### config.mk
export PLATFORM = sky130hd
export DESIGN_NAME = signed_accumulator
export DESIGN_NICKNAME = d
export VERILOG_FILES = /design/src/rtl/acc_pkg.sv /design/src/rtl/negate_word.sv /design/src/rtl/signed_accumulator.sv
export SDC_FILE = /design/constraint.sdc
export NUM_CORES = 1
export LEC_CHECK = 0
export CAP_MARGIN = 20
export CORE_AREA = 5 5 66 53
export DETAILED_ROUTE_END_ITERATION = 8
export DIE_AREA = 0 0 71 58
export PLACE_DENSITY = 0.82
export SETUP_SLACK_MARGIN = 0.15
export SLEW_MARGIN = 0
export SYNTH_ARGS = -nofsm -noshare
export SYNTH_HDL_FRONTEND = slang
export SYNTH_HIERARCHICAL = 1
export SYNTH_SLANG_ARGS = --single-unit
export TNS_END_PERCENT = 5
### constraint.sdc
create_clock -name clk -period 2 [get_ports clk]
set_input_delay 0.4 -clock clk [delete_from_list [all_inputs] [get_ports clk]]
set_output_delay 0.4 -clock clk [all_outputs]
set_load 0.03 [all_outputs]
### src/rtl/acc_pkg.sv
// Shared types and default widths for the signed accumulator.
package acc_pkg;

  typedef enum logic [1:0] {
    S_IDLE = 2'd0,
    S_PREP = 2'd1,
    S_ADD  = 2'd2
  } state_t;

  localparam int IN_W_DEF  = 4;
  localparam int ACC_W_DEF = 8;

endpackage

### src/rtl/negate_word.sv
// Combinational two's-complement negation on W bits (wraps for the most negative value).
module negate_word #(
  parameter int W = 8
) (
  input  logic [W-1:0] a,
  output logic [W-1:0] y
);

  assign y = ~a + W'(1);

endmodule

### src/rtl/signed_accumulator.sv
// Signed add/subtract accumulator: IDLE latches an operand, PREP negates it for subtracts,
// ADD folds it into the wrapping running total and updates the sticky overflow flag.
module signed_accumulator
  import acc_pkg::*;
#(
  parameter int IN_W  = IN_W_DEF,
  parameter int ACC_W = ACC_W_DEF
) (
  input  logic                    clk,
  input  logic                    reset,
  input  logic                    clear,
  input  logic                    in_valid,
  output logic                    in_ready,
  input  logic signed [IN_W-1:0]  in_data,
  input  logic                    in_sub,
  output logic signed [ACC_W-1:0] acc,
  output logic                    acc_valid,
  output logic                    ovf
);

  state_t                    r_state;
  state_t                    w_next;
  logic                      w_ready;
  logic                      w_xfer;
  logic signed [ACC_W-1:0]   w_ext;
  logic        [ACC_W-1:0]   w_neg;
  logic signed [ACC_W-1:0]   w_sum;
  logic signed [ACC_W-1:0]   r_op_p0;
  logic                      r_sub_p0;
  logic signed [ACC_W-1:0]   r_acc;
  logic                      r_ovf;
  logic                      r_acc_vld;

  function automatic logic add_ovf(input logic signed [ACC_W-1:0] a,
                                   input logic signed [ACC_W-1:0] b,
                                   input logic signed [ACC_W-1:0] s);
    return (a[ACC_W-1] == b[ACC_W-1]) && (s[ACC_W-1] != a[ACC_W-1]);
  endfunction

  always_ff @(posedge clk) begin
    if (reset) r_state <= S_IDLE;
    else       r_state <= w_next;
  end

  always_comb begin
    w_next  = r_state;
    w_ready = 1'b0;
    case (r_state)
      S_IDLE: begin
        w_ready = !clear;
        if (in_valid && w_ready) w_next = S_PREP;
      end
      S_PREP:  w_next = S_ADD;
      S_ADD:   w_next = S_IDLE;
      default: w_next = S_IDLE;
    endcase
    // clear abandons any in-flight operand
    if (clear) w_next = S_IDLE;
  end

  assign w_xfer = in_valid && w_ready;
  // Sign-extend before any negation so -2^(IN_W-1) negates without overflow.
  assign w_ext  = {{(ACC_W-IN_W){in_data[IN_W-1]}}, in_data};
  assign w_sum  = r_acc + r_op_p0;

  negate_word #(.W(ACC_W)) u_neg (
    .a (r_op_p0),
    .y (w_neg)
  );

  // ---- stage p0: operand capture (IDLE), then conditional negation (PREP)
  always_ff @(posedge clk) begin
    if (w_xfer) begin
      r_op_p0  <= w_ext;
      r_sub_p0 <= in_sub;
    end else if (r_state == S_PREP && r_sub_p0) begin
      r_op_p0  <= w_neg;
    end
  end

  // ---- stage p1: accumulate (ADD)
  always_ff @(posedge clk) begin
    if (reset || clear) begin
      r_acc     <= '0;
      r_ovf     <= 1'b0;
      r_acc_vld <= 1'b0;
    end else begin
      r_acc_vld <= 1'b0;
      if (r_state == S_ADD) begin
        r_acc     <= w_sum;
        r_ovf     <= r_ovf | add_ovf(r_acc, r_op_p0, w_sum);
        r_acc_vld <= 1'b1;
      end
    end
  end

  assign in_ready  = w_ready;
  assign acc       = r_acc;
  assign acc_valid = r_acc_vld;
  assign ovf       = r_ovf;

endmodule
==> results of run 1 <==
registers in the layout, indices dropped and copies added (netlist names):
register and flops:
acc 8, r_op_p0 8, r_state 2, acc_valid 1, ovf 1, r_sub_p0 1
final cells by class:
type	count	area (um^2)	share of cell area, %
tap	38	47.5	2.94
clock inverter	1	5.00	0.309
multi-input combinational	100	729	45.1
sequential	21	510	31.5
timing repair buffer	30	270	16.7
inverter	4	15.0	0.927
clock buffer	3	41.3	2.55
per-layer routing:
metal	GRT usage, %	part of all wire, %	up-vias
li1	-	-	515
met1	14.2	42	485
met2	24.4	52	24
met3	4.85	5.8	4
met4	2.68	0.89	0
met5	0	0	-
timing repair:
| action | CTS | global route |
|---|---|---|
| endpoints found under the setup margin | 3 | 5 |
| cloned | 0 | 0 |
| setup buffers | 0 | 5 |
| gates resized for setup | 2 | 5 |
| endpoints found under the hold margin | 0 | 0 |
| pin swaps | 0 | 2 |
where the power goes:
part	internal (mW)	switching (mW)	total, mW
Clock	0.139	0.138	0.277
Sequential	0.468	0.0145	0.482
Combinational	0.0755	0.0772	0.153
per-stage QoR:
stage          cell area (um^2)  total power, mW
2_1_floorplan              1240            0.578
3_3_place_gp               1500            0.622
3_5_place_dp               1500            0.630
4_1_cts                    1550            0.910
5_1_grt                    1620            0.949
6_report                   1620            0.912
logic make-up after synthesis:
logic type	count (synthesis)	share of synthesized area [%]
AOI/OAI and AO/OA	24	13.3
xor gates and xnor gates	9	6.36
and+or+nand+nor	54	22.5
buffers and inverters	8	3.33
muxes	4	3.54
DFF	21	41.2
adders and majority gates	9	9.70
layout by cell type, fill, tap and decap left out, types with 2 or more instances in the layout:
cell and instances:
sky130_fd_sc_hd__a21oi_1 9, sky130_fd_sc_hd__a22o_1 2, sky130_fd_sc_hd__buf_4 12, sky130_fd_sc_hd__clkbuf_8 3, sky130_fd_sc_hd__clkdlybuf4s50_1 18, sky130_fd_sc_hd__dfxtp_1 12
sky130_fd_sc_hd__edfxtp_1 9, sky130_fd_sc_hd__ha_1 7, sky130_fd_sc_hd__inv_1 3, sky130_fd_sc_hd__mux2_2 3, sky130_fd_sc_hd__nand2_1 27, sky130_fd_sc_hd__nor2_1 9
sky130_fd_sc_hd__nor2b_1 2, sky130_fd_sc_hd__nor3_1 2, sky130_fd_sc_hd__nor3_2 2, sky130_fd_sc_hd__o21ai_0 3, sky130_fd_sc_hd__xnor2_1 7, sky130_fd_sc_hd__xor2_1 2
path summary, 6_finish.rpt:
path	startpoint	endpoint	slack [ns]
worst min-delay path	acc[3]	acc[3]	0.48
worst min register to register	acc[3]	acc[3]	0.48
worst max-delay path	r_op_p0[1]	acc[6]	0.15
worst max register to register	r_op_p0[1]	acc[6]	0.15
worst max-delay path, delay by kind of cell (launching register included):
family / cells / cell delay, ns
compound gates: 3 / 0.52
flops: 1 / 0.46
fa+ha+maj: 1 / 0.37
buf+inv: 1 / 0.18
mux: 1 / 0.16
simple gates: 1 / 0.07
==> metrics.txt, run 1 <==
# TYPE chip_impl_metric gauge
chip_impl_info{name="outcome",value="finished clean"} 1
chip_impl_info{name="hold_path.class",value="reg -> reg"} 1
chip_impl_metric{name="synth.top_cell.area_share",unit="%"} 21.8
chip_impl_metric{name="number_of_global_route_vias_before_repair",unit=""} 992
chip_impl_metric{name="global_route_wire_length_before_repair",unit="mm"} 4.29
chip_impl_metric{name="hold_slack",unit="ns"} 0.484
chip_impl_metric{name="postSynthAreaPerCell",unit="um^2"} 9.60
chip_impl_metric{name="timing.hold.worst_path_depth",unit=""} 2
chip_impl_metric{name="worst_ep_arrival_time",unit="ns"} 2.00
chip_impl_metric{name="dpl_worst_slack",unit="ns"} 0.0734
chip_impl_metric{name="place.port_buffers",unit=""} 19
chip_impl_metric{name="hold_buf_cts",unit=""} 0
chip_impl_metric{name="synth_fp_nets",unit=""} 147
chip_impl_metric{name="drv_cap",unit=""} 0
chip_impl_metric{name="finalWorstSetupSlack",unit="ns"} 0.149
chip_impl_metric{name="synthesis.instances",unit=""} 129
chip_impl_metric{name="tightest_slew",unit="ns"} 0.592
chip_impl_metric{name="insertion_delay",unit="ns"} 0.26
chip_impl_metric{name="cts-htree-levels",unit=""} 1
chip_impl_metric{name="finish.net_count",unit=""} 178
chip_impl_metric{name="fin_worst_skew",unit="ns"} 0.00194
chip_impl_metric{name="dp_hpwl",unit="mm"} 2.08
chip_impl_info{name="clk_root_buffer_cell",value="sky130_fd_sc_hd__clkbuf_8"} 1
chip_impl_metric{name="setup_violations",unit=""} 0
chip_impl_metric{name="fp.dieArea",unit="mm^2"} 0.00412
chip_impl_info{name="timing_worst_setup_path_type",value="reg -> reg"} 1
chip_impl_info{name="synth_top_cells_by_area",value="sky130_fd_sc_hd__edfxtp_1 (22%), sky130_fd_sc_hd__dfxtp_1 (19%), sky130_fd_sc_hd__nand2_1 (8.2%)"} 1
chip_impl_info{name="synth_top_cells_by_count",value="sky130_fd_sc_hd__nand2_1 (27), sky130_fd_sc_hd__dfxtp_1 (12), sky130_fd_sc_hd__a21oi_1 (10), sky130_fd_sc_hd__edfxtp_1 (9), sky130_fd_sc_hd__nor2_1 (9)"} 1
chip_impl_metric{name="required_time_of_the_worst_setup_path",unit="ns"} 2.15
chip_impl_metric{name="power.static_leakage",unit="nW"} 0.613
chip_impl_metric{name="worst_r2r_path_depth",unit=""} 7
chip_impl_info{name="slowest_stage",value="sky130_fd_sc_hd__edfxtp_1"} 1
chip_impl_metric{name="syn_area",unit="mm^2"} 0.00124
chip_impl_metric{name="max-slew-margin-rel",unit="%"} 60.4
chip_impl_metric{name="cts_inserted_buffers",unit=""} 3
chip_impl_metric{name="final_layout_size_suffix_gt1_share",unit="%"} 22.6
chip_impl_metric{name="final_core_util",unit="%"} 57.7
chip_impl_metric{name="synthArstFlopShare",unit="%"} 0
chip_impl_metric{name="setup-tns-final",unit="ns"} 0
chip_impl_metric{name="remaining_drc_errors",unit=""} 0
chip_impl_metric{name="synthesis.yosys.warnings",unit=""} 6
chip_impl_metric{name="vdd_drop_max",unit="mV"} 0.479
chip_impl_metric{name="final_replace_weighted_congestion",unit=""} 0.897
chip_impl_metric{name="yosys_register_bits",unit=""} 21
chip_impl_metric{name="grt_start_max_net_pins",unit=""} 13
chip_impl_metric{name="maxSlewViolCount",unit=""} 0
chip_impl_metric{name="synth_seq_area_share",unit="%"} 41.2
chip_impl_metric{name="design.portCount",unit=""} 20
chip_impl_metric{name="global_route.usage.total",unit="%"} 13.1
chip_impl_info{name="worstPathCellList",value="buf_4 -> fa_2 -> a21o_2 -> a21oi_2 -> o21ai_0 -> mux2i_1 -> nand2_1"} 1
chip_impl_metric{name="core_region_area",unit="mm^2"} 0.00281
chip_impl_metric{name="grt.overflow.total",unit=""} 0
chip_impl_metric{name="slowest_delay",unit="ns"} 0.46
chip_impl_info{name="yosys.cell_count.top_type",value="sky130_fd_sc_hd__nand2_1"} 1
chip_impl_metric{name="power_per_cell_area",unit="mW/mm^2"} 563
chip_impl_metric{name="total_number_of_placement_rows",unit=""} 17
chip_impl_metric{name="detail_route.wl_per_cell",unit="um"} 14.2
chip_impl_metric{name="worst_setup_hold_path_clk_slew",unit="ns"} 0.08
chip_impl_info{name="grt_setup_unrepaired",value="yes"} 1
chip_impl_metric{name="viasPerCell",unit=""} 5.22
chip_impl_metric{name="via_count",unit=""} 1028
chip_impl_metric{name="drtAntennaViolNets",unit=""} 0
chip_impl_metric{name="synth_cell_type_count",unit=""} 42
chip_impl_metric{name="fin_crit_sh",unit="%"} 92.5
chip_impl_metric{name="synth-edff-count",unit=""} 9
chip_impl_metric{name="nFillCells",unit=""} 269
chip_impl_metric{name="chip_width",unit="um"} 71
chip_impl_metric{name="start_util",unit="%"} 44.1
chip_impl_info{name="synth_top_area_cell",value="sky130_fd_sc_hd__edfxtp_1"} 1
chip_impl_metric{name="cts_buffer_depth",unit=""} 2
chip_impl_info{name="tritoncts",value="yes"} 1
chip_impl_metric{name="crit_path_max_fanout",unit=""} 4
chip_impl_metric{name="synth_to_layout_area_growth",unit="%"} 30.7
chip_impl_info{name="crit_path_start_kind",value="register"} 1
chip_impl_metric{name="initial_antenna_violation_count",unit=""} 0
chip_impl_metric{name="stdcell_count",unit=""} 197
chip_impl_metric{name="chipHeight",unit="um"} 58
chip_impl_info{name="postSynth.topFlopCell",value="sky130_fd_sc_hd__dfxtp_1"} 1
chip_impl_metric{name="num_antenna_cells",unit=""} 0
chip_impl_metric{name="fmax",unit="GHz"} 0.540
chip_impl_metric{name="placed_cells_incl_taps",unit=""} 188
chip_impl_metric{name="dr.first_iter.drc_count",unit=""} 34
chip_impl_metric{name="dr.pass1.iters",unit=""} 4
chip_impl_metric{name="layout_min_cycle_time",unit="ns"} 1.85
chip_impl_metric{name="finalWirelength",unit="mm"} 2.80
chip_impl_metric{name="hold_violations",unit=""} 0
chip_impl_metric{name="cts.sinks",unit=""} 21
chip_impl_info{name="worstSetupEndpointType",value="register"} 1
(Power assumes the default switching activity.)
==> run 2, diff against run 1 <==
- clock period: 2 -> 1.63 ns (I/O delays scaled with it)
==> run 2 against run 1 <==
The run now ends with setup timing left. Sequential cell count unchanged. Critical path type unchanged. Worst hold slack got worse by 0.0015 ns. Clock skew increased by 0.00081 ns. Highest routed layer unchanged.
==> metrics.txt, run 2 (synthesis results as in run 1) <==
# TYPE chip_impl_metric gauge
chip_impl_metric{name="detail_route.wl_per_cell",unit="um"} 14.1
chip_impl_metric{name="cts_inserted_buffers",unit=""} 3
chip_impl_info{name="tritoncts",value="yes"} 1
chip_impl_info{name="grt_setup_unrepaired",value="yes"} 1
chip_impl_info{name="critical-path-top-delay-family",value="compound AO/OA/AOI/OAI gates"} 1
chip_impl_metric{name="power.static_leakage",unit="nW"} 0.734
chip_impl_metric{name="core_region_area",unit="mm^2"} 0.00281
chip_impl_metric{name="switchingPower",unit="mW"} 0.310
chip_impl_metric{name="dr.first_iter.drc_count",unit=""} 79
chip_impl_info{name="layout.cells.most_common",value="sky130_fd_sc_hd__buf_4"} 1
chip_impl_metric{name="worst_ep_arrival_time",unit="ns"} 1.95
chip_impl_metric{name="layout_min_cycle_time",unit="ns"} 1.80
chip_impl_info{name="clk_root_buffer_cell",value="sky130_fd_sc_hd__clkbuf_8"} 1
chip_impl_metric{name="cts.sinks",unit=""} 21
chip_impl_metric{name="worst_setup_hold_path_clk_slew",unit="ns"} 0.08
chip_impl_metric{name="num_antenna_cells",unit=""} 0
chip_impl_metric{name="post_cts_buffers",unit=""} 0
chip_impl_metric{name="insertion_delay",unit="ns"} 0.27
chip_impl_metric{name="grt.overflow.total",unit=""} 0
chip_impl_metric{name="dp_hpwl",unit="mm"} 2.34
chip_impl_metric{name="fmax",unit="GHz"} 0.557
chip_impl_info{name="mostFrequentLayoutCells",value="sky130_fd_sc_hd__buf_4 (28), sky130_fd_sc_hd__nand2_1 (27), sky130_fd_sc_hd__dlygate4sd2_1 (9), sky130_fd_sc_hd__edfxtp_1 (9)"} 1
chip_impl_metric{name="final_layout_size_suffix_gt1_share",unit="%"} 35.4
chip_impl_metric{name="total_number_of_placement_rows",unit=""} 17
chip_impl_metric{name="chipHeight",unit="um"} 58
chip_impl_metric{name="slowest_delay",unit="ns"} 0.49
chip_impl_info{name="crit_path_start_kind",value="register"} 1
chip_impl_metric{name="dpl_worst_slack",unit="ns"} -0.160
chip_impl_info{name="outcome",value="complete, but fails checks"} 1
chip_impl_metric{name="place.port_buffers",unit=""} 19
chip_impl_metric{name="hold_violations",unit=""} 0
chip_impl_metric{name="initial_antenna_violation_count",unit=""} 0
chip_impl_info{name="worstSetupEndpointType",value="register"} 1
chip_impl_metric{name="finalWirelength",unit="mm"} 3.01
chip_impl_metric{name="global_route_wire_length_before_repair",unit="mm"} 5.23
chip_impl_info{name="failed_checks",value="setup timing"} 1
chip_impl_metric{name="grt_start_max_net_pins",unit=""} 13
chip_impl_metric{name="p_sw_share",unit="%"} 26.6
chip_impl_metric{name="tightest_slew",unit="ns"} 0.321
chip_impl_info{name="timing_worst_setup_path_type",value="reg -> reg"} 1
chip_impl_metric{name="required_time_of_the_worst_setup_path",unit="ns"} 1.78
chip_impl_metric{name="global_route.usage.total",unit="%"} 16.2
chip_impl_info{name="hold_path.class",value="reg -> reg"} 1
chip_impl_metric{name="placed_cells_incl_taps",unit=""} 209
chip_impl_metric{name="cts_buffer_depth",unit=""} 2
chip_impl_info{name="slowest_stage",value="sky130_fd_sc_hd__edfxtp_1"} 1
chip_impl_metric{name="crit_path_max_fanout",unit=""} 4
chip_impl_metric{name="fp.dieArea",unit="mm^2"} 0.00412
chip_impl_metric{name="finish.net_count",unit=""} 194
chip_impl_metric{name="max-slew-margin-rel",unit="%"} 78.7
chip_impl_metric{name="viasPerCell",unit=""} 5.19
chip_impl_metric{name="drtAntennaViolNets",unit=""} 0
chip_impl_metric{name="maxSlewViolCount",unit=""} 0
chip_impl_info{name="worstPathCellList",value="ha_1 -> nand3_2 -> a211oi_4 -> nor3_2 -> o311ai_1 -> o41ai_1"} 1
chip_impl_metric{name="cts-htree-levels",unit=""} 1
chip_impl_metric{name="via_count",unit=""} 1106
chip_impl_metric{name="power.internal",unit="mW"} 0.857
chip_impl_metric{name="fin_crit_sh",unit="%"} 110
chip_impl_metric{name="power_per_cell_area",unit="mW/mm^2"} 655
chip_impl_metric{name="fin_worst_skew",unit="ns"} 0.00275
chip_impl_metric{name="seqPwrFrac",unit="%"} 51.0
chip_impl_metric{name="number_of_global_route_vias_before_repair",unit=""} 1183
chip_impl_metric{name="synth_to_layout_area_growth",unit="%"} 43.8
chip_impl_metric{name="finalWorstSetupSlack",unit="ns"} -0.165
chip_impl_metric{name="crit_buf_inv",unit=""} 0
chip_impl_metric{name="remaining_drc_errors",unit=""} 0
chip_impl_metric{name="setup_violations",unit=""} 7
chip_impl_metric{name="power.combinational.fraction",unit="%"} 18.2
chip_impl_metric{name="hold_buf_cts",unit=""} 0
chip_impl_metric{name="drv_cap",unit=""} 0
chip_impl_metric{name="start_util",unit="%"} 44.1
chip_impl_metric{name="share_clk_of_total_power",unit="%"} 30.8
chip_impl_metric{name="vdd_drop_max",unit="mV"} 0.482
chip_impl_metric{name="chip_width",unit="um"} 71
chip_impl_metric{name="dr.pass1.iters",unit=""} 4
chip_impl_metric{name="design.portCount",unit=""} 20
chip_impl_metric{name="stdcell_count",unit=""} 213
chip_impl_metric{name="final_replace_weighted_congestion",unit=""} 0.818
-- run 2: cell types whose count changed in the layout (fill, tap and decap cells not counted), sizes merged --
cell / before / now
buf: 12 / 28
clkdlybuf4s15: 0 / 2
clkdlybuf4s50: 18 / 7
dlygate4sd2: 0 / 9
-- run 2: through the flow --
stage / instance area, um^2 / TNS (ns) / util [%] / hold WS, ns / power, mW
2_1_floorplan: 1310 / -0.322 / - / 0.398 / 0.720
3_3_place_gp: 1720 / -2.24 / 61.3 / 0.457 / 0.802
3_5_place_dp: 1720 / -3.05 / 61.3 / 0.474 / 0.815
4_1_cts: 1770 / -0.672 / 62.9 / 0.487 / 1.17
5_1_grt: 1780 / -1.34 / 63.5 / 0.500 / 1.22
6_report: 1780 / -0.550 / 63.5 / 0.483 / 1.17
-- run 2: worst paths after layout --
path,cells after the start,from,end,slack [ns]
worst max-delay path,6,r_op_p0[1],acc[7],-0.17
worst min-delay path,2,acc[4],acc[4],0.48
worst max register to register,6,r_op_p0[1],acc[7],-0.17
worst min register to register,2,acc[4],acc[4],0.48
-- run 2: layer usage --
metal  global-route usage, %  share of wire [%]  vias up
met2                    29.3                 51       30
li1                        -                  -      550
met5                       0                  0        -
met1                    17.2                 39      512
met4                    7.24                3.6        0
met3                    5.37                5.7       14
-- run 2: repair_timing --
item,4_1_cts,5_1_grt
setup endpoints to repair,33,25
gates cloned,0,0
resized for setup,15,5
pin swaps,5,3
-- run 2: worst reg2reg max path, stage by stage, from the launching register on --
cell and delay [ns]:
sky130_fd_sc_hd__edfxtp_1 0.49, sky130_fd_sc_hd__ha_1 0.35, sky130_fd_sc_hd__nand3_2 0.10, sky130_fd_sc_hd__a211oi_4 0.26, sky130_fd_sc_hd__nor3_2 0.08, sky130_fd_sc_hd__o311ai_1 0.28
sky130_fd_sc_hd__o41ai_1 0.11
-- run 2: cell type report --
type                    instances  area, um^2
repair buffers                 46         379
multi-input cells             100         777
inverters                       4        15.0
clock inverters                 1        5.00
clock buffers                   3        41.3
flip-flops and latches         21         517
fillers                       253        1030
well taps                      38        47.5
-- run 2: power by group through the flow --
stage               clock, mW  sequential, mW  combinational [mW]
floorplan                   0           0.611               0.109
global placement            0           0.605               0.197
detailed placement          0           0.606               0.209
CTS                     0.366           0.595               0.212
global route            0.386           0.599               0.234
finish                  0.359           0.595               0.213
